===== src/rtl/prog_runner.sv =====
// Sequencer that launches a batch of programs on an attached processor,
// measures each program's RUN time, and aborts the batch on a per-program timeout.
module prog_runner #(
    parameter int          START_LEN = 2,
    parameter logic [15:0] MAX_CYC   = 16'd50000
) (
    input  logic        Clk,
    input  logic        Reset,
    input  logic        Go,
    input  logic [2:0]  NumProgs,
    input  logic        DutAck,
    output logic        DutStart,
    output logic [2:0]  ProgIdx,
    output logic [15:0] LastCycles,
    output logic        LastValid,
    output logic [23:0] TotalCycles,
    output logic        Busy,
    output logic        Done,
    output logic        Timeout,
    output logic [1:0]  fsm_state
);

    typedef enum logic [1:0] {
        IDLE  = 2'd0,
        START = 2'd1,
        RUN   = 2'd2,
        DONE  = 2'd3
    } state_t;

    localparam logic [3:0] START_END = 4'(START_LEN - 1);

    state_t      state, state_next;
    logic [3:0]  start_cnt, start_cnt_next;
    logic [15:0] run_cnt, run_cnt_next;
    logic [15:0] cnt_now;
    logic [2:0]  num_q, num_next;
    logic [2:0]  idx_next;
    logic [15:0] last_next;
    logic        valid_next;
    logic [23:0] total_next;
    logic        timeout_next;
    logic [24:0] sum;

    // cnt_now is the RUN count including the current cycle.
    assign cnt_now   = run_cnt + 16'd1;
    assign sum       = {1'b0, TotalCycles} + {9'd0, cnt_now};
    assign fsm_state = state;

    always_comb begin
        state_next     = state;
        start_cnt_next = start_cnt;
        run_cnt_next   = run_cnt;
        num_next       = num_q;
        idx_next       = ProgIdx;
        last_next      = LastCycles;
        valid_next     = 1'b0;
        total_next     = TotalCycles;
        timeout_next   = Timeout;
        case (state)
            IDLE, DONE: begin
                if (Go && NumProgs != 3'd0) begin
                    state_next     = START;
                    num_next       = NumProgs;
                    idx_next       = 3'd0;
                    total_next     = 24'd0;
                    timeout_next   = 1'b0;
                    start_cnt_next = 4'd0;
                    run_cnt_next   = 16'd0;
                end
            end
            START: begin
                run_cnt_next = 16'd0;
                if (start_cnt == START_END) begin
                    state_next = RUN;
                end else begin
                    start_cnt_next = start_cnt + 4'd1;
                end
            end
            RUN: begin
                run_cnt_next = cnt_now;
                // Ack takes priority over a timeout landing on the same cycle.
                if (DutAck) begin
                    last_next  = cnt_now;
                    valid_next = 1'b1;
                    total_next = sum[24] ? 24'hFFFFFF : sum[23:0];
                    if ({1'b0, ProgIdx} + 4'd1 == {1'b0, num_q}) begin
                        state_next = DONE;
                    end else begin
                        idx_next       = ProgIdx + 3'd1;
                        state_next     = START;
                        start_cnt_next = 4'd0;
                        run_cnt_next   = 16'd0;
                    end
                end else if (cnt_now == MAX_CYC) begin
                    timeout_next = 1'b1;
                    last_next    = MAX_CYC;
                    valid_next   = 1'b1;
                    state_next   = DONE;
                end
            end
            default: state_next = IDLE;
        endcase
    end

    always_ff @(posedge Clk) begin
        if (Reset) begin
            state       <= IDLE;
            start_cnt   <= 4'd0;
            run_cnt     <= 16'd0;
            num_q       <= 3'd0;
            ProgIdx     <= 3'd0;
            LastCycles  <= 16'd0;
            LastValid   <= 1'b0;
            TotalCycles <= 24'd0;
            Timeout     <= 1'b0;
            DutStart    <= 1'b0;
            Busy        <= 1'b0;
            Done        <= 1'b0;
        end else begin
            state       <= state_next;
            start_cnt   <= start_cnt_next;
            run_cnt     <= run_cnt_next;
            num_q       <= num_next;
            ProgIdx     <= idx_next;
            LastCycles  <= last_next;
            LastValid   <= valid_next;
            TotalCycles <= total_next;
            Timeout     <= timeout_next;
            // Status outputs are flops fed from the next-state decode.
            DutStart    <= (state_next == START);
            Busy        <= (state_next == START) || (state_next == RUN);
            Done        <= (state_next == DONE);
        end
    end

endmodule


===== config.mk =====
export PLATFORM = sky130hd
export DESIGN_NAME = prog_runner
export DESIGN_NICKNAME = d
export VERILOG_FILES = /design/src/rtl/prog_runner.sv
export SDC_FILE = /design/constraint.sdc
export NUM_CORES = 1
export LEC_CHECK = 0
export CAP_MARGIN = 20
export CORE_ASPECT_RATIO = 1.75
export CORE_UTILIZATION = 62
export CTS_BUF_LIST = sky130_fd_sc_hd__clkbuf_8
export DETAILED_ROUTE_END_ITERATION = 8
export HOLD_SLACK_MARGIN = 0.15
export PLACE_DENSITY = 0.95
export SKIP_LAST_GASP = 1
export SLEW_MARGIN = 10
export SYNTH_ARGS = -nofsm -noshare
export SYNTH_HDL_FRONTEND = slang
export SYNTH_SLANG_ARGS = --single-unit

===== constraint.sdc =====
create_clock -name Clk -period 7.55 [get_ports Clk]
set_clock_uncertainty 0.15 [all_clocks]
set_input_delay 2.265 -clock Clk [delete_from_list [all_inputs] [get_ports Clk]]
set_output_delay 2.265 -clock Clk [all_outputs]
set_load 0.02 [all_outputs]

======== Word-level counts from Yosys, hierarchy flattened ========
Cells that the tools add are included.
storage, ports and cells
  register bits ........................... 73
  word-level logic and storage cells ...... 78
  output and inout bits ................... 50
operators by class
  bitwise logic cells ..................... 1
  muxes and demuxes ....................... 31
  add/sub/neg operators ................... 5
  eq/ne operators ......................... 15
  reduce and logical (&&, ||, !) cells .... 14
operator list
  operator                                                          number
  16-bit 2-to-1 mux                                                 5
  24-bit 2-to-1 mux                                                 3
  16-bit case mux with 3 select lines                               1
  24-bit case mux with 2 select lines                               1
  24-bit by 16-bit adder with 25-bit output                         1
  16-bit by 1-bit adder with 16-bit output (second input constant)  1
  16-bit == test (second input constant)                            1
  4-bit 2-to-1 mux                                                  4
  2-bit != test (second input constant)                             6
  4-bit case mux with 3 select lines                                1
  4-bit AND reduction                                               3
  2-bit 2-to-1 mux                                                  5
  3-bit 2-to-1 mux                                                  3
  2-bit == test (second input constant)                             4
  2-bit case mux with 3 select lines                                1
  3-bit case mux with 2 select lines                                1
  1-bit 2-to-1 mux                                                  5
  3-bit by 1-bit adder with 4-bit output (second input constant)    1
  4-bit by 1-bit adder with 4-bit output (second input constant)    1
  2-bit by 1-bit == test with 1-bit output (second input constant)  2
  4-bit by 1-bit == test with 1-bit output (second input constant)  1
  4-bit by 3-bit == test with 1-bit output                          1
  2-bit AND reduction                                               2
  2-bit nonzero test                                                2
  9 further kinds                                                   10

======== Depth between registers and ports, before layout ========
Gate-level depths: netlist of the first run.
  depth after elaboration ................. 7
  mapped depth ............................ 17

======== Worst setup path before layout of the first run ========
OpenSTA, ideal clock, no wires.
  path type ............................... input-to-reg
  start point ............................. input port NumProgs[0]
  end point ............................... register Busy
  stages on the path ...................... 7
  arrival time ............................ 3.721 ns
  slack ................................... 3.551 ns
  setup time .............................. 0.127 ns
  cells stage by stage .................... o31ai_1 > and2_1 > clkbuf_1 > clkbuf_1 > a2bb2oi_1 > ha_1 > nor2b_1
on the way
  longest elaborated chain between the ends .. 6
  elaborated cells on any way between the ends .. 7
ends and longest elaborated chain
  element                                                                    RTL line  source
  from (decl)                                                                10        input logic [2:0] NumProgs,
  3-bit nonzero test *                                                       61        if (Go && NumProgs != 3'd0) begin
  1-bit logical AND *                                                        61
  2-bit 2-to-1 mux *                                                         61
  2-bit case mux with 3 select lines *                                       59        case (state)
  named net state_next[0]                                                    32        state_t state, state_next;
  2-bit by 1-bit == test with 1-bit output or 2-bit == test (tied branches)  131       Busy <= (state_next == START) || (state_next == RUN);
  1-bit logical OR *                                                         131
  to (signal assigned)                                                       131
  to (decl)                                                                  17        output logic Busy,
The timed path passes the listed nets; every way through them passes the cells marked *.
A chain may end at the register's enable or synchronous reset.

======== Final worst setup path of the first run ========
  start point ............................. input port NumProgs[0]
  end point ............................... register TotalCycles[17]
on the way
  longest elaborated chain between the ends .. 4
ends and longest elaborated chain
  element                        RTL line  source
  3-bit nonzero test             61
  1-bit logical AND              61
  2-bit != test (no line)        n/a
  3-bit AND reduction (no line)  n/a
  to (signal assigned)           127       TotalCycles <= total_next;
  to (decl)                      16        output logic [23:0] TotalCycles,
No other way between the ends.

==> metrics.cfg, run 1 <==
[status]
outcome = complete, no violations

[place]
dp.cells = 652
port_buffers = 56
dp_slack_ns = 2.47
dpl_cell_area_um2 = 4840
hpwl_um = 7790
gp_congestion = 0.931

[worst_setup_path]
slowest_stage = nand2_1
crit_start = NumProgs[0]
cp.depth = 7
endpoint = TotalCycles[17]$_SDFFE_PP0P_
worstReg2RegEnd = TotalCycles[0]$_SDFFE_PP0P_
cp-end-kind = register
critPathBufInv = 1
cp_cell_sequence = clkdlybuf4s50_1 -> o31ai_1 -> nand2_1 -> nand3_1 -> nor2_1 -> a211o_1 -> a221o_1
crit_type = in2reg
cp.arrival_ns = 4.84
worstRegToRegCells = 14
critPathMaxStageDelay_ns = 0.51
critPathTopFamily = simple AND/OR/NAND/NOR gates
r2r_slack_ns = 3.46
reg2reg_from = run_cnt[2]$_SDFFE_PP0P_
crit_required_ns = 7.64
crit_fanout = 20
startpoint_type = primary input

[layout]
final_cell_area_um2 = 5000
layout-drive-gt1-share_pct = 6.30
final_nets = 618
fillers = 484
post-route-util_pct = 75.9
area_growth_syn_to_layout_pct = 17.2
layout.cells.non_filler = 669
num_antenna_cells = 0

[floorplan]
die_w_um = 64.7
dieArea_um2 = 7230
dieHeight_um = 112
design.core.area_um2 = 6590
ios = 57
rows = 39
initial_core_util_pct = 64.7

[yosys]
synth_common_cells = nand2_1, dfxtp_1, a21oi_1, o21ai_0, nor2_1
avgSynthCellArea_um2 = 7.93
ys.flop_type = dfxtp_1
async_flop_share_pct = 0
synth_area_um2 = 4260
synth-seq-cells = 73
synth-seq-area-share_pct = 34.3
synth.net_count = 574
synth_edf_count = 0
synth_cell_types = 71
syn_inst = 538
synth_area_leaders = dfxtp_1, ha_1, nand2_1
synth.most_common_cell = nand2_1
yosys.area.top_type_share_pct = 34.3
yosysTopAreaCell = dfxtp_1
ys_warn_count = 0

[global_route]
track_usage_pct = 30.2
grt_pass1_vias = 3755
grt_pass1_wl_um = 16900
grt_overflow = 0
antenna_found_initial = 0
grt_start_max_net_pins = 48

[clocking]
cts_made_buffers = 9
max-clock-path-buffers = 2
cts-resized-gates = 0
worstSkewPairLatency_ns = 0.36
clk_pin_slew_ns = 0.07
cts_tree = done
cts_root_buffer = clkbuf_8
hold_buffers = 0
post_cts_buffers = 0
cts.sinks = 73
ctsHtreeMaxLevel = 3

[detailed_routing]
drc = 0
viasPerCell = 6.09
drt_iter0_markers = 372
routedWlPerCell_um = 15.6
first_pass_iters = 5
vias = 4072
routed_wirelength_um = 10500
ant_nets = 0

[power_and_ir_drop]
p_int_mw = 0.527
swShare_pct = 26.5
leakagePower_nw = 2.00
sequentialPowerShare_pct = 54.8
peakVddDrop_uv = 111
p_comb_share_pct = 9.7
power_density_nw_per_um2 = 143
pwr-share-clk_pct = 35.5
switching_power_mw = 0.190
total_power_mw = 0.717

[hold_path]
hold_path.class = reg2reg
min_from = LastCycles[4]$_SDFFE_PP0P_

[sta]
fin_crit_sh_pct = 62.9
slew-limit-headroom_pct = 31.6
whs_ns = 0.302
hold_viol_final = 0
setup_viol = 0
rsz0062_at_grt = false
fin_crit_ns = 4.75
fin_ws_ns = 2.80
fmax_mhz = 211
setup_tns_ns = 0
maxSlewViolCount = 0
worstMarginPinSlew_ns = 1.01

[flow_run]
maxCapViolCount = 0

## power by group through the flow
| stage | Clock [mW] | Sequential, mW | Combinational [mW] |
|---|---|---|---|
| after floorplan | 0 | 0.404 | 0.0448 |
| after global placement | 0 | 0.402 | 0.0662 |
| after global routing | 0.273 | 0.394 | 0.0748 |
| after CTS | 0.257 | 0.393 | 0.0685 |
| after detailed placement | 0 | 0.402 | 0.0685 |
| final | 0.255 | 0.393 | 0.0693 |
## layout make-up
type | instances | area [um2] | area share [%]
Multi-Input combinational cell | 418 | 2610 | 52.3
Sequential cell | 73 | 1460 | 29.2
Timing Repair Buffer | 60 | 591 | 11.8
Clock inverter | 7 | 31.3 | 0.626
Tap cell | 82 | 103 | 2.05
Inverter | 20 | 75.1 | 1.50
Clock buffer | 9 | 124 | 2.48
## cell families (layout without fill, tap and decap cells)
kind of cell | count (synthesis) | in the layout | synth area share [%]
AO/OA/AOI/OAI | 148 | 148 | 21.4
XOR/XNOR | 30 | 30 | 6.60
adder cells (fa/ha/maj) | 29 | 29 | 8.69
buffers and inverters | 47 | 96 | 4.55
flip-flops | 73 | 73 | 34.3
multiplexers | 2 | 2 | 0.499
AND/OR/NAND/NOR | 209 | 209 | 24.0
## flip-flops by register name (all words and copies together) (netlist names)
register / cells
run_cnt: 16
TotalCycles: 24
ProgIdx: 3
Done: 1
LastCycles: 16
DutStart: 1
start_cnt: 4
fsm_state: 2
LastValid: 1
Timeout: 1
num_q: 3
Busy: 1
## routing by layer
metal	GRT usage [%]	vias to the layer above	share of wire, %
li1	-	1986	-
met1	32.4	1878	39
met2	54.3	175	53
met3	4.82	33	5.4
met4	17.0	0	3.2
met5	0	-	0
## worst min-delay path by stage
stage	end	cells past startpoint
floorplan	num_q[1]$_SDFFE_PP0P_	2
global placement	LastCycles[6]$_SDFFE_PP0P_	2
detailed placement	LastCycles[4]$_SDFFE_PP0P_	2
CTS	LastCycles[4]$_SDFFE_PP0P_	2
global route	LastCycles[4]$_SDFFE_PP0P_	2
finish	LastCycles[4]$_SDFFE_PP0P_	2
## worst reg2reg max path, stage by stage, from the launching register on
cell     delay (ns)
dfxtp_1        0.47
and3_4         0.27
and3_4         0.23
nand2_1        0.08
xnor2_1        0.44
ha_1           0.29
and2_1         0.18
o21ai_0        0.08
or3b_1         0.39
a31oi_1        0.24
o31a_1         0.34
nor2b_1        0.35
buf_4          0.28
o21ai_0        0.15
nand2_1        0.10
## placed cells by master (no fill, tap or decap), drive strengths merged, types with 8 or more instances in the layout
master,netlist,routed
clkbuf,21,9
nor3,9,9
nand2,86,86
nor2,37,37
inv,20,23
o21ai,47,47
xor2,8,8
a21oi,50,50
dfxtp,73,73
clkdlybuf4s50,0,56
nand3,32,32
and2,9,9
xnor2,22,22
ha,28,28
No activity file was read; power rests on OpenSTA's default activity.
==> inputs of run 2 (changes only) <==
--- a/config.mk
+++ b/config.mk
@@ -7,11 +7,11 @@
 export LEC_CHECK = 0
 export CAP_MARGIN = 20
 export CORE_ASPECT_RATIO = 1.75
-export CORE_UTILIZATION = 62
+export CORE_UTILIZATION = 52
 export CTS_BUF_LIST = sky130_fd_sc_hd__clkbuf_8
 export DETAILED_ROUTE_END_ITERATION = 8
 export HOLD_SLACK_MARGIN = 0.15
-export PLACE_DENSITY = 0.95
+export PLACE_DENSITY = 0.86
 export SKIP_LAST_GASP = 1
 export SLEW_MARGIN = 10
 export SYNTH_ARGS = -nofsm -noshare
==> constraint.sdc (replaced) <==
create_clock -name Clk -period 4.1 [get_ports Clk]
set_clock_uncertainty 0.15 [all_clocks]
set_input_delay 1.23 -clock Clk [delete_from_list [all_inputs] [get_ports Clk]]
set_output_delay 1.23 -clock Clk [all_outputs]
set_load 0.02 [all_outputs]
==> metrics.cfg, run 2 (synthesis gave the netlist of run 1 again) <==
[worst_setup_path]
crit_type = reg2reg
cp.arrival_ns = 3.98
crit_fanout = 8
reg2reg_from = run_cnt[0]$_SDFFE_PP0P_
cp-end-kind = register
r2r_slack_ns = 0.22
crit_required_ns = 4.20
startpoint_type = register
worstRegToRegCells = 13
worstReg2RegEnd = TotalCycles[17]$_SDFFE_PP0P_

[layout]
num_antenna_cells = 0
largest_register = TotalCycles
area_growth_syn_to_layout_pct = 19.4
layout-drive-gt1-share_pct = 7.90
final_common_cell = nand2_1
final_nets = 626
largestRegisters = TotalCycles: 24 flops, LastCycles: 16 flops, run_cnt: 16 flops
layout_common_cells = nand2_1, dfxtp_1, clkdlybuf4s50_1
largest_register_ffs = 24

[place]
dp_slack_ns = 0.206
hpwl_um = 7870
gp_congestion = 1.03
port_buffers = 56

[global_route]
track_usage_pct = 25.9
antenna_found_initial = 0
grt_pass1_wl_um = 17800
grt_overflow = 0
grt_start_max_net_pins = 24
grt_pass1_vias = 3946

[clocking]
ctsHtreeMaxLevel = 3
worstSkewPairLatency_ns = 0.36
max-clock-path-buffers = 2
cts_made_buffers = 9
clk_pin_slew_ns = 0.08
cts.sinks = 73
cts_root_buffer = clkbuf_8
post_cts_buffers = 0
cts_tree = done

[sta]
setup_tns_ns = 0
maxSlewViolCount = 0
setup_viol = 0
hold_viol_final = 0
worstMarginPinSlew_ns = 0.909
fin_ws_ns = 0.223
fin_crit_ns = 3.88
fmax_mhz = 258
rsz0062_at_grt = false
slew-limit-headroom_pct = 38.6
fin_crit_sh_pct = 94.6
whs_ns = 0.299

[hold_path]
hold_path.class = reg2reg
min_path_cells = 2
min_from = LastCycles[6]$_SDFFE_PP0P_
holdPathEnd = LastCycles[6]$_SDFFE_PP0P_

[floorplan]
dieArea_um2 = 8580
rows = 43
initial_core_util_pct = 53.9
dieHeight_um = 122
ios = 57
die_w_um = 70.5
design.core.area_um2 = 7910

[detailed_routing]
ant_nets = 0
routed_wirelength_um = 10700
drc = 0
viasPerCell = 5.92
routedWlPerCell_um = 15.6
drt_iter0_markers = 240
vias = 4056
first_pass_iters = 4

[status]
outcome = complete, no violations

[power_and_ir_drop]
peakVddDrop_uv = 174
power_density_nw_per_um2 = 268
leakagePower_nw = 2.05

[flow_run]
maxCapViolCount = 0

==> run 2: cell count changes in the layout (fill, tap and decap cells not counted) <==
cell      delta
buf_4        +8
ha_2         +1
clkbuf_8     +2
ha_1         -1
clkinv_2     -1
inv_1        -1
==> run 2: metal layers <==
layer | global-route usage, % | vias to the layer above | routed length [um] | share of wire [%]
li1 | - | 2008 | - | -
met1 | 28.4 | 1904 | 4320 | 40
met2 | 46.0 | 110 | 5550 | 52
met3 | 4.14 | 34 | 412 | 3.9
met4 | 15.6 | 0 | 400 | 3.7
met5 | 0 | - | 0 | 0
==> run 2: worst max-delay path by stage <==
stage / start / to / slack [ns] / cells past startpoint
6_report: run_cnt[0]$_SDFFE_PP0P_ / TotalCycles[17]$_SDFFE_PP0P_ / 0.22 / 13
2_1_floorplan: run_cnt[0]$_SDFFE_PP0P_ / TotalCycles[17]$_SDFFE_PP0P_ / 0.53 / 15
5_1_grt: run_cnt[0]$_SDFFE_PP0P_ / TotalCycles[17]$_SDFFE_PP0P_ / 0.02 / 13
4_1_cts: run_cnt[0]$_SDFFE_PP0P_ / TotalCycles[17]$_SDFFE_PP0P_ / 0.18 / 13
3_5_place_dp: run_cnt[0]$_SDFFE_PP0P_ / TotalCycles[17]$_SDFFE_PP0P_ / 0.21 / 13
3_3_place_gp: run_cnt[0]$_SDFFE_PP0P_ / TotalCycles[17]$_SDFFE_PP0P_ / 0.38 / 13
==> run 2: area by class of cell <==
cell class | count | area, um2
Tap cell | 90 | 113
Multi-Input combinational cell | 418 | 2620
Fill cell | 675 | 2820
Sequential cell | 73 | 1460
Clock buffer | 11 | 151
Clock inverter | 5 | 22.5
Timing Repair Buffer | 68 | 651
Inverter | 20 | 75.1
==> run 2: repair_timing <==
item | CTS | global route
setup endpoints to repair | 0 | 3
resized for setup | 0 | 1
hold buffers | 0 | 0
==> run 2: critical path, cell delays in order (launching register included) <==
cell and delay (ns):
dfxtp_1 0.45, ha_2 0.31, nand3_2 0.18, nor2_1 0.16, xor2_1 0.27, ha_1 0.37
a21o_1 0.19, a31o_1 0.19, or3_1 0.32, a41o_1 0.24, a41o_1 0.27, a21oi_2 0.30
nor4b_1 0.09, a221o_1 0.27
==> run 2: metrics by stage <==
step	total power, mW	std cells	util (%)	cell area [um2]
2_1_floorplan	0.827	538	-	4260
3_3_place_gp	0.867	669	62.1	4910
3_5_place_dp	0.872	669	62.1	4910
4_1_cts	1.37	685	64.3	5090
5_1_grt	1.42	685	64.4	5090
6_report	1.36	685	64.4	5090
==> run 2: power breakdown <==
group          switching [mW]  leakage [nW]  internal [mW]
clock                   0.261         0.101          0.245
combinational          0.0859          1.36         0.0485
sequential            0.00608         0.589          0.717
total                   0.353          2.05           1.01
